**src/rtl/hazard_fwd_unit_if.sv**
```systemverilog
`default_nettype none
// ============================================================================
//  Module      : hazard_fwd_unit_if
//  Description : Pipeline-side bundle of the hazard/forwarding unit: ID-stage
//                operands, in-flight destinations and the bypass/stall outputs.
//  Revision    : 1.0 - initial release
// ============================================================================
interface hazard_fwd_unit_if #(
    parameter int NUM_SRC = 2,
    parameter int REG_AW  = 5,
    parameter int CNT_W   = 16
) ();
    logic                      id_valid;
    logic [NUM_SRC*REG_AW-1:0] id_rs;
    logic [NUM_SRC-1:0]        id_rs_used;
    logic [REG_AW-1:0]         id_rd;
    logic                      id_is_mc;
    logic [REG_AW-1:0]         ex_rd;
    logic                      ex_wb;
    logic                      ex_is_load;
    logic [REG_AW-1:0]         exmem_rd;
    logic                      exmem_wb;
    logic [REG_AW-1:0]         memwb_rd;
    logic                      memwb_wb;
    logic [2*NUM_SRC-1:0]      fwd_sel;
    logic                      stall;
    logic                      mc_busy;
    logic                      mc_done;
    logic [REG_AW-1:0]         mc_rd;
    logic [CNT_W-1:0]          stall_cnt;

    modport master (
        output id_valid, id_rs, id_rs_used, id_rd, id_is_mc,
        output ex_rd, ex_wb, ex_is_load, exmem_rd, exmem_wb, memwb_rd, memwb_wb,
        input  fwd_sel, stall, mc_busy, mc_done, mc_rd, stall_cnt
    );

    modport slave (
        input  id_valid, id_rs, id_rs_used, id_rd, id_is_mc,
        input  ex_rd, ex_wb, ex_is_load, exmem_rd, exmem_wb, memwb_rd, memwb_wb,
        output fwd_sel, stall, mc_busy, mc_done, mc_rd, stall_cnt
    );
endinterface
`default_nettype wire

```
**src/rtl/hazard_fwd_unit.sv**
```systemverilog
`default_nettype none
// ============================================================================
//  Module      : hazard_fwd_unit
//  Description : Operand bypass selection, load-use / multicycle stall logic,
//                one-entry multicycle latency scoreboard and stall counter.
//  Revision    : 1.0 - initial release
// ============================================================================
module hazard_fwd_unit #(
    parameter int NUM_SRC = 2,
    parameter int REG_AW  = 5,
    parameter int MC_LAT  = 4,
    parameter int CNT_W   = 16
) (
    input  wire logic        clk,
    input  wire logic        rst,
    hazard_fwd_unit_if.slave pipe
);
    localparam int                c_cw  = $clog2(MC_LAT + 1);
    localparam logic [c_cw-1:0]   c_lat = c_cw'(MC_LAT);
    localparam logic [c_cw-1:0]   c_one = c_cw'(1);
    localparam logic [c_cw-1:0]   c_two = c_cw'(2);

    typedef enum logic [0:0] {
        S_IDLE = 1'b0,
        S_BUSY = 1'b1
    } state_t;

    state_t              r_state;
    logic [c_cw-1:0]     r_cnt;
    logic [REG_AW-1:0]   r_mc_rd;
    logic                r_busy;
    logic                r_done;
    logic [CNT_W-1:0]    r_stall_cnt;

    logic [NUM_SRC-1:0]   w_m_ex;
    logic [NUM_SRC-1:0]   w_m_exmem;
    logic [NUM_SRC-1:0]   w_m_memwb;
    logic [NUM_SRC-1:0]   w_mc_dep;
    logic [2*NUM_SRC-1:0] w_fwd_sel;
    logic                 w_load_use;
    logic                 w_mc_raw;
    logic                 w_mc_struct;
    logic                 w_mc_waw;
    logic                 w_stall;
    logic                 w_issue;

    // Per-source comparators; register x0 is hard-wired and never matches.
    generate
        for (genvar gi = 0; gi < NUM_SRC; gi++) begin : g_src
            logic [REG_AW-1:0] w_rs;
            logic              w_rd_ok;
            assign w_rs    = pipe.id_rs[gi*REG_AW +: REG_AW];
            assign w_rd_ok = pipe.id_rs_used[gi] && (w_rs != '0);

            assign w_m_ex[gi]    = w_rd_ok && pipe.ex_wb    && (pipe.ex_rd    == w_rs);
            assign w_m_exmem[gi] = w_rd_ok && pipe.exmem_wb && (pipe.exmem_rd == w_rs);
            assign w_m_memwb[gi] = w_rd_ok && pipe.memwb_wb && (pipe.memwb_rd == w_rs);
            assign w_mc_dep[gi]  = w_rd_ok && (r_mc_rd == w_rs);

            assign w_fwd_sel[2*gi +: 2] = w_m_exmem[gi] ? 2'b10 :
                                          w_m_memwb[gi] ? 2'b01 : 2'b00;
        end
    endgenerate

    assign w_load_use  = pipe.id_valid && pipe.ex_is_load && (|w_m_ex);
    assign w_mc_raw    = pipe.id_valid && r_busy && (|w_mc_dep);
    assign w_mc_struct = pipe.id_valid && r_busy && pipe.id_is_mc;
    assign w_mc_waw    = pipe.id_valid && r_busy &&
                         (pipe.id_rd == r_mc_rd) && (pipe.id_rd != '0);
    assign w_stall     = w_load_use || w_mc_raw || w_mc_struct || w_mc_waw;
    assign w_issue     = pipe.id_valid && pipe.id_is_mc && !w_stall;

    // Busy/done are registered alongside the count so they stay glitch-free;
    // done is raised for the cycle in which the count reads one.
    always_ff @(posedge clk) begin
        if (rst) begin
            r_state <= S_IDLE;
            r_cnt   <= '0;
            r_mc_rd <= '0;
            r_busy  <= 1'b0;
            r_done  <= 1'b0;
        end else begin
            case (r_state)
                S_IDLE: begin
                    if (w_issue) begin
                        r_state <= S_BUSY;
                        r_cnt   <= c_lat;
                        r_mc_rd <= pipe.id_rd;
                        r_busy  <= 1'b1;
                        r_done  <= 1'b0;
                    end
                end
                S_BUSY: begin
                    r_cnt  <= r_cnt - c_one;
                    r_done <= (r_cnt == c_two);
                    if (r_cnt == c_one) begin
                        r_state <= S_IDLE;
                        r_busy  <= 1'b0;
                    end
                end
                default: begin
                    r_state <= S_IDLE;
                    r_cnt   <= '0;
                    r_busy  <= 1'b0;
                    r_done  <= 1'b0;
                end
            endcase
        end
    end

    always_ff @(posedge clk) begin
        if (rst) begin
            r_stall_cnt <= '0;
        end else if (w_stall && (r_stall_cnt != '1)) begin
            r_stall_cnt <= r_stall_cnt + 1'b1;
        end
    end

    assign pipe.fwd_sel   = w_fwd_sel;
    assign pipe.stall     = w_stall;
    assign pipe.mc_busy   = r_busy;
    assign pipe.mc_done   = r_done;
    assign pipe.mc_rd     = r_mc_rd;
    assign pipe.stall_cnt = r_stall_cnt;
endmodule
`default_nettype wire

```
**src/flat_wrapper.sv**
```systemverilog
// flat-port wrapper written by rule: the top's interface ports become plain ports
module hazard_fwd_unit_flat 
#(
    parameter int NUM_SRC = 2,
    parameter int REG_AW  = 5,
    parameter int MC_LAT  = 4,
    parameter int CNT_W   = 16
)
  (clk, rst, pipe_id_valid, pipe_id_rs, pipe_id_rs_used, pipe_id_rd, pipe_id_is_mc, pipe_ex_rd, pipe_ex_wb, pipe_ex_is_load, pipe_exmem_rd, pipe_exmem_wb, pipe_memwb_rd, pipe_memwb_wb, pipe_fwd_sel, pipe_stall, pipe_mc_busy, pipe_mc_done, pipe_mc_rd, pipe_stall_cnt);
  hazard_fwd_unit_if #(.NUM_SRC(NUM_SRC), .REG_AW(REG_AW), .CNT_W(CNT_W)) pipe_i ();
  input  wire logic clk;
  input  wire logic rst;
  input wire logic [$bits(pipe_i.id_valid)-1:0] pipe_id_valid;
  input wire logic [$bits(pipe_i.id_rs)-1:0] pipe_id_rs;
  input wire logic [$bits(pipe_i.id_rs_used)-1:0] pipe_id_rs_used;
  input wire logic [$bits(pipe_i.id_rd)-1:0] pipe_id_rd;
  input wire logic [$bits(pipe_i.id_is_mc)-1:0] pipe_id_is_mc;
  input wire logic [$bits(pipe_i.ex_rd)-1:0] pipe_ex_rd;
  input wire logic [$bits(pipe_i.ex_wb)-1:0] pipe_ex_wb;
  input wire logic [$bits(pipe_i.ex_is_load)-1:0] pipe_ex_is_load;
  input wire logic [$bits(pipe_i.exmem_rd)-1:0] pipe_exmem_rd;
  input wire logic [$bits(pipe_i.exmem_wb)-1:0] pipe_exmem_wb;
  input wire logic [$bits(pipe_i.memwb_rd)-1:0] pipe_memwb_rd;
  input wire logic [$bits(pipe_i.memwb_wb)-1:0] pipe_memwb_wb;
  output wire logic [$bits(pipe_i.fwd_sel)-1:0] pipe_fwd_sel;
  output wire logic [$bits(pipe_i.stall)-1:0] pipe_stall;
  output wire logic [$bits(pipe_i.mc_busy)-1:0] pipe_mc_busy;
  output wire logic [$bits(pipe_i.mc_done)-1:0] pipe_mc_done;
  output wire logic [$bits(pipe_i.mc_rd)-1:0] pipe_mc_rd;
  output wire logic [$bits(pipe_i.stall_cnt)-1:0] pipe_stall_cnt;
  assign pipe_i.id_valid = pipe_id_valid;
  assign pipe_i.id_rs = pipe_id_rs;
  assign pipe_i.id_rs_used = pipe_id_rs_used;
  assign pipe_i.id_rd = pipe_id_rd;
  assign pipe_i.id_is_mc = pipe_id_is_mc;
  assign pipe_i.ex_rd = pipe_ex_rd;
  assign pipe_i.ex_wb = pipe_ex_wb;
  assign pipe_i.ex_is_load = pipe_ex_is_load;
  assign pipe_i.exmem_rd = pipe_exmem_rd;
  assign pipe_i.exmem_wb = pipe_exmem_wb;
  assign pipe_i.memwb_rd = pipe_memwb_rd;
  assign pipe_i.memwb_wb = pipe_memwb_wb;
  assign pipe_fwd_sel = pipe_i.fwd_sel;
  assign pipe_stall = pipe_i.stall;
  assign pipe_mc_busy = pipe_i.mc_busy;
  assign pipe_mc_done = pipe_i.mc_done;
  assign pipe_mc_rd = pipe_i.mc_rd;
  assign pipe_stall_cnt = pipe_i.stall_cnt;
  hazard_fwd_unit #(.NUM_SRC(NUM_SRC), .REG_AW(REG_AW), .MC_LAT(MC_LAT), .CNT_W(CNT_W)) u_core (.clk(clk), .rst(rst), .pipe(pipe_i));
endmodule
```
**config.mk**
```make
export PLATFORM = sky130hd
export DESIGN_NAME = hazard_fwd_unit_flat
export DESIGN_NICKNAME = d
export VERILOG_FILES = /design/src/rtl/hazard_fwd_unit_if.sv /design/src/rtl/hazard_fwd_unit.sv /design/src/flat_wrapper.sv
export SDC_FILE = /design/constraint.sdc
export NUM_CORES = 1
export LEC_CHECK = 0
export CAP_MARGIN = 10
export CORE_UTILIZATION = 42
export CTS_BUF_LIST = sky130_fd_sc_hd__clkbuf_4 sky130_fd_sc_hd__clkbuf_8
export CTS_CLUSTER_DIAMETER = 50
export DETAILED_ROUTE_END_ITERATION = 10
export MAX_ROUTING_LAYER = met4
export PLACE_DENSITY = 0.79
export SETUP_SLACK_MARGIN = 0.05
export SLEW_MARGIN = 20
export SYNTH_ARGS = -nofsm -noshare
export SYNTH_HDL_FRONTEND = slang
export SYNTH_SLANG_ARGS = --single-unit
export TNS_END_PERCENT = 5
```
**constraint.sdc**
```tcl
create_clock -name clk -period 3.6 [get_ports clk]
set_clock_uncertainty 0.15 [all_clocks]
set_input_delay 0.9 -clock clk [delete_from_list [all_inputs] [get_ports clk]]
set_output_delay 0.9 -clock clk [all_outputs]
set_load 0.05 [all_outputs]
```
Yosys cells after proc, flatten, opt, wreduce, memory -nomap -nowiden
Index checks and enable logic that the tools add are counted.
- flip-flop bits (word level): 27
- word-level logic and storage cells: 74
- $add $sub $neg: 2
- equality and inequality tests: 14
- multiplexer cells: 14
- bitwise operators: 1
- reduce and logical (&&, ||, !) cells: 37
- operator list (operator ; count):
    == test 5 bit ; 9
    logical AND 1 bit ; 26
    adder 16 x 1 -> 16 bit, second input constant ; 1
    inequality test 16 bit, second input constant ; 1
    nonzero test 5 bit ; 3
    2-to-1 mux 1 bit ; 7
    one-hot mux 1 bit (2 select lines) ; 3
    one-hot mux 3 bit (2 select lines) ; 1
    2-to-1 mux 2 bit ; 2
    AND reduction 2 bit ; 2
    OR reduction 2 bit ; 2
    == test 3 x 1 -> 1 bit, second input constant ; 1
    == test 3 x 2 -> 1 bit, second input constant ; 1
    logical OR 1 bit ; 3
    2-to-1 mux 3 bit ; 1
    subtractor 3 x 1 -> 3 bit, second input constant ; 1
    inequality test 2 x 1 -> 1 bit, second input constant ; 1
    inequality test 2 bit, second input constant ; 1
    zero test 1 bit ; 1
    NOT 1 bit ; 1

Logic depth before layout (Yosys ltp)
Gate-level depths: netlist of the first run.
- depth in word-level cells: 13
- depth in mapped cells: 11
- gate-level depth less buffers: 7

Least setup slack after synthesis of the first run
No wires, ideal clock.
- path type: input-to-output
- start point: input pipe_id_rs[8]
- end point: output pipe_fwd_sel[2]
- data arrival time: 3143 ps
- data required time: 2550 ps
- path slack: -593 ps
- stages on the path: 5
- cells stage by stage: buf_2 > or4_1 > o21ai_2 > nor3_1 > nor3_1
- longest elaborated chain between the ends: 6
- ends and longest elaborated chain (what ; line ; RTL):
    start, declared ; flat_wrapper.sv:14 ; input wire logic [$bits(pipe_i.id_rs)-1:0] pipe_id_rs;
    nonzero test 5 bit ; hazard_fwd_unit.sv:53 ; assign w_rd_ok = pipe.id_rs_used[gi] && (w_rs != '0);
    logical AND 1 bit ; hazard_fwd_unit.sv:53 ;
    logical AND 1 bit (2 in series) ; hazard_fwd_unit.sv:57 ; assign w_m_memwb[gi] = w_rd_ok && pipe.memwb_wb && (pipe.memwb_rd == w_rs);
    2-to-1 mux 1 bit ; hazard_fwd_unit.sv:61 ; w_m_memwb[gi] ? 2'b01 : 2'b00;
    2-to-1 mux 2 bit * ; hazard_fwd_unit.sv:60 ; assign w_fwd_sel[2*gi +: 2] = w_m_exmem[gi] ? 2'b10 :
    end, declared ; flat_wrapper.sv:25 ; output wire logic [$bits(pipe_i.fwd_sel)-1:0] pipe_fwd_sel;
Every way passes the cells marked *; elsewhere a longest branch is shown, timed or not.

Worst setup path after layout of the first run
- start point: input pipe_id_rs[1]
- end point: output pipe_stall
- longest elaborated chain between the ends: 9
- ends and longest elaborated chain (what ; line ; RTL):
    nonzero test 5 bit ; hazard_fwd_unit.sv:53 ;
    logical AND 1 bit ; hazard_fwd_unit.sv:53 ;
    logical AND 1 bit (2 in series) ; hazard_fwd_unit.sv:55 ; assign w_m_ex[gi] = w_rd_ok && pipe.ex_wb && (pipe.ex_rd == w_rs);
    OR reduction 2 bit ; hazard_fwd_unit.sv:65 ; assign w_load_use = pipe.id_valid && pipe.ex_is_load && (|w_m_ex);
    logical AND 1 bit ; hazard_fwd_unit.sv:65 ;
    logical OR 1 bit * (3 in series) ; hazard_fwd_unit.sv:70 ; assign w_stall = w_load_use || w_mc_raw || w_mc_struct || w_mc_waw;
    end, declared ; flat_wrapper.sv:26 ; output wire logic [$bits(pipe_i.stall)-1:0] pipe_stall;
Marked as above.

==> results of run 1 <==
-- layout by cell type (no fill, tap or decap), types with 4 or more instances in the layout --
cell type         n
or4_1             6
o21ai_1           8
inv_1             7
buf_2             5
mux2i_1           7
dfxtp_1          27
xor2_1           17
nand4_1           5
nand3_1          12
a21oi_1          15
clkdlybuf4s50_1  53
o31ai_1           4
nand2_1          12
nor4_1            4
or3_1             9
ha_1              4
xnor2_1          28
buf_4            29
nor2_1           15
-- worst paths after layout --
| path | from | cells after the start | endpoint |
|---|---|---|---|
| setup / recovery | pipe_id_rs[1] | 8 | pipe_stall |
| setup reg to reg | u_core.pipe.mc_rd[0]$_SDFFE_PP0P_ | 11 | u_core.pipe.mc_rd[0]$_SDFFE_PP0P_ |
| hold / removal | u_core.pipe.stall_cnt[6]$_SDFFE_PP0P_ | 2 | u_core.pipe.stall_cnt[6]$_SDFFE_PP0P_ |
| hold reg to reg | u_core.pipe.stall_cnt[6]$_SDFFE_PP0P_ | 2 | u_core.pipe.stall_cnt[6]$_SDFFE_PP0P_ |
-- metal layers --
| layer | GRT usage (%) | routed length, um | share of wire, % |
|---|---|---|---|
| met3 | 2.907 | 204 | 3.9 |
| met1 | 30.26 | 2527 | 48 |
| met5 | - | 0 | 0 |
| met4 | 5.215 | 63 | 1.2 |
| met2 | 34.09 | 2487 | 47 |
-- timing repair --
item | in CTS | in global routing
buffers inserted | 3 | 4
resized for setup | 35 | 4
pin swaps | 9 | 7
endpoints found under the setup margin | 5 | 2
-- sequential cells by signal, summed over array words and instances (netlist names) --
signal,flops
u_core.pipe.stall_cnt,16
u_core.pipe.mc_done,1
u_core.pipe.mc_busy,1
u_core.r_state,1
u_core.r_cnt,3
u_core.pipe.mc_rd,5
-- per-stage QoR --
step	worst slack [ns]	hold WS, ns	instance area, um2	utilization (%)
5_1_grt	-0.06599	0.3905	2865	65.80
2_1_floorplan	-0.05404	0.3127	1934	-
6_report	-0.03286	0.3497	2865	65.80
4_1_cts	-0.04260	0.3583	2821	64.80
3_5_place_dp	-0.3888	0.3438	2753	63.22
3_3_place_gp	-0.3605	0.3262	2753	63.22
-- worst min-delay path, stage by stage (launching register included) --
cell and delay [ns]:
dfxtp_1 0.33, o21ai_1 0.07, a21oi_1 0.06
-- layout make-up --
type                            count  area share (%)
Clock inverter                      1          0.1747
Timing Repair Buffer               95           31.05
Clock buffer                        3           1.441
Tap cell                           52           2.271
Sequential cell                    27           18.86
Multi-Input combinational cell    178           45.28
Inverter                            7          0.9170
-- power groups by stage --
stage	combinational, uW	clock (uW)	sequential [uW]
6_report	208	174	320
3_3_place_gp	197	0	326
5_1_grt	221	190	321
3_5_place_dp	201	0	326
4_1_cts	203	175	320
2_1_floorplan	98.2	0	339
-- cells by family after synthesis --
family / Yosys count / share of synthesized area, %
AND/OR/NAND/NOR: 82 / 23.95
XOR/XNOR: 45 / 20.62
AO/OA/AOI/OAI: 40 / 14.27
flip-flops: 27 / 28.27
buffers and inverters: 24 / 6.610
multiplexers: 7 / 3.665
adder cells (fa/ha/maj): 4 / 2.618
==> impl_results.md, run 1 <==
- Portion of synthesized cell area occupied by the leading cell type: 28.27%
- Avg Vias per Cell: 5.397
- Crit path max fanout: 5
- Antenna fix cells: 0
- Global-route wire length before repair: 8383 um
- Clock tree from TritonCTS: yes
- Layout cell share with drive strength beyond 1: 18.33%
- Die H: 69.47 um
- Level count of the clock H-tree: 1
- Number of synthesized flops with an enable pin: 0
- WL/cell: 14.55 um
- Quantity of hold-fixing buffers added after cts: 0
- Cts bufs inserted: 3
- Register area: 540.5 um2
- Core Footprint: 4354 um2
- Number of standard-cell rows in the floorplan: 24
- CTS Buffer Depth: 2
- Total of buffers placed on input and output ports: 67
- I/O pin total: 68
- Hold Path Class: flip-flop to flip-flop
- Power density relative to cell area: 244.6 nW/um2
- Post-layout power: 700.8 uW
- Fill count: 353
- Sequential element share of the synthesized area: 28.27%
- Cell chosen for the clock root: clkbuf_8
- Clock latency on the worst-skew pair: 0.28 ns
- Worst endpoint data arrival time: 2.58 ns
- Net Sw Frac: 29.66%
- Vias in the first global route: 1790
- Sum Neg Setup Slack: -0.03286 ns
- Nets: 356
- Worst slew pin tran: 1.008 ns
- CP cell instances: clkdlybuf4s50_1 > buf_4 > xnor2_1 > nand4_1 > nor4_2 > or3_1 > or2_4 > buf_8
- Critical Path Max Stage Delay: 0.47 ns
- Largest area contributor in the synthesized netlist: dfxtp_1
- Antenna violations before repair: 0
- Slowest cell on the critical path: clkdlybuf4s50_1
- #FFs+latches synth: 27
- Commonest cells post-synth: 28 x xnor2_1, 27 x dfxtp_1, 17 x xor2_1, 15 x a21oi_1, 15 x nor2_1
- Internal portion of total power: 492.9 uW
- DRC violation count after routing: 0
- Antenna Violating Nets Remaining: 0
- Static Leak: 0.001057 uW
- Non-filler instance count after layout: 363
- Number of maximum-capacitance violations: 0
- TritonRoute pass-1 iters: 4
- Fraction of synthesis flops using an asynchronous set or reset pin: 0%
- Maximum frequency from static timing analysis: 275.3 MHz
- Mapped Area: 1912 um2
- Kind of launch point of the worst setup path: input port
- Cell class contributing the biggest share of worst-path delay: simple AND/OR/NAND/NOR gates
- Total vias in the final route: 1959
- Sequential cell fraction of total power: 45.6%
- Initial Utilization: 43.91%
- Maximum number of pins on one net before global-route repair: 28
- Net switching power: 207.8 uW
- GRT Total Usage: 21.94%
- Final wirelength: 5282 um
- Slew HR: 32.57%
- Overall die width: 69.47 um
- Die footprint: 4826 um2
- Leading register cell type out of synthesis: dfxtp_1
- Leading cell types by total area after synthesis: dfxtp_1 28%, xnor2_1 13%, xor2_1 7.8%, a21oi_1 3.9%, mux2i_1 3.7%
- Max VDD drop: 266.7 uV
- Initial detailed-routing violation count: 93
- Combinational group share of total power: 29.6%
- Most numerous cell in the Yosys netlist: xnor2_1
- Minimum period implied by the final worst setup slack: 3.633 ns
- Post-synthesis instance total: 229
- Total placed cells including tap cells: 352
- Proportion of power drawn by the clock network: 24.8%
- Number of hold violations in the final report: 0
- Clock transition at path regs: 0.10 ns
- Period Utilization, post-route: 100.9%
- Number of setup violations in the final report: 1
- Reg2reg setup slack: 0.70 ns
- Area growth from synthesis to layout: 49.87%
- RSZ-0062 raised after global routing: yes
- Total global routing overflow: 0
- Total clock sinks: 27
- Max-slew violations: 0
- Estimated wirelength of the detail-placed design: 4101 um
- WP data required: 2.55 ns
- Number of library cell types mapped by synthesis: 40
- Run status: finished with violations
- Routability congestion estimate: 0.8448
- Worst setup path category: input port to output port
- Synth Warn #: 0
- Net Count, Synth: 273
- Post-route worst setup slack: -0.03286 ns
- Avg Cell Area, Syn: 8.349 um2
- Footprint of the multi-input gates: 1297 um2
- Violated checks: negative setup slack
- Worst path buffer plus inverter count: 3
- Crit path capture type: output port
(Power assumes the default switching activity.)
==> inputs of run 2 (changes only) <==
- CTS_CLUSTER_DIAMETER: 50 -> not set
==> results of run 2 <==
The final DEF is identical to that of run 1; final timing and power are the same.
==> inputs of run 3 (changes only) <==
- CAP_MARGIN: 10 -> 20
==> results of run 3 <==
The final DEF is identical to that of run 1; final timing and power are the same.
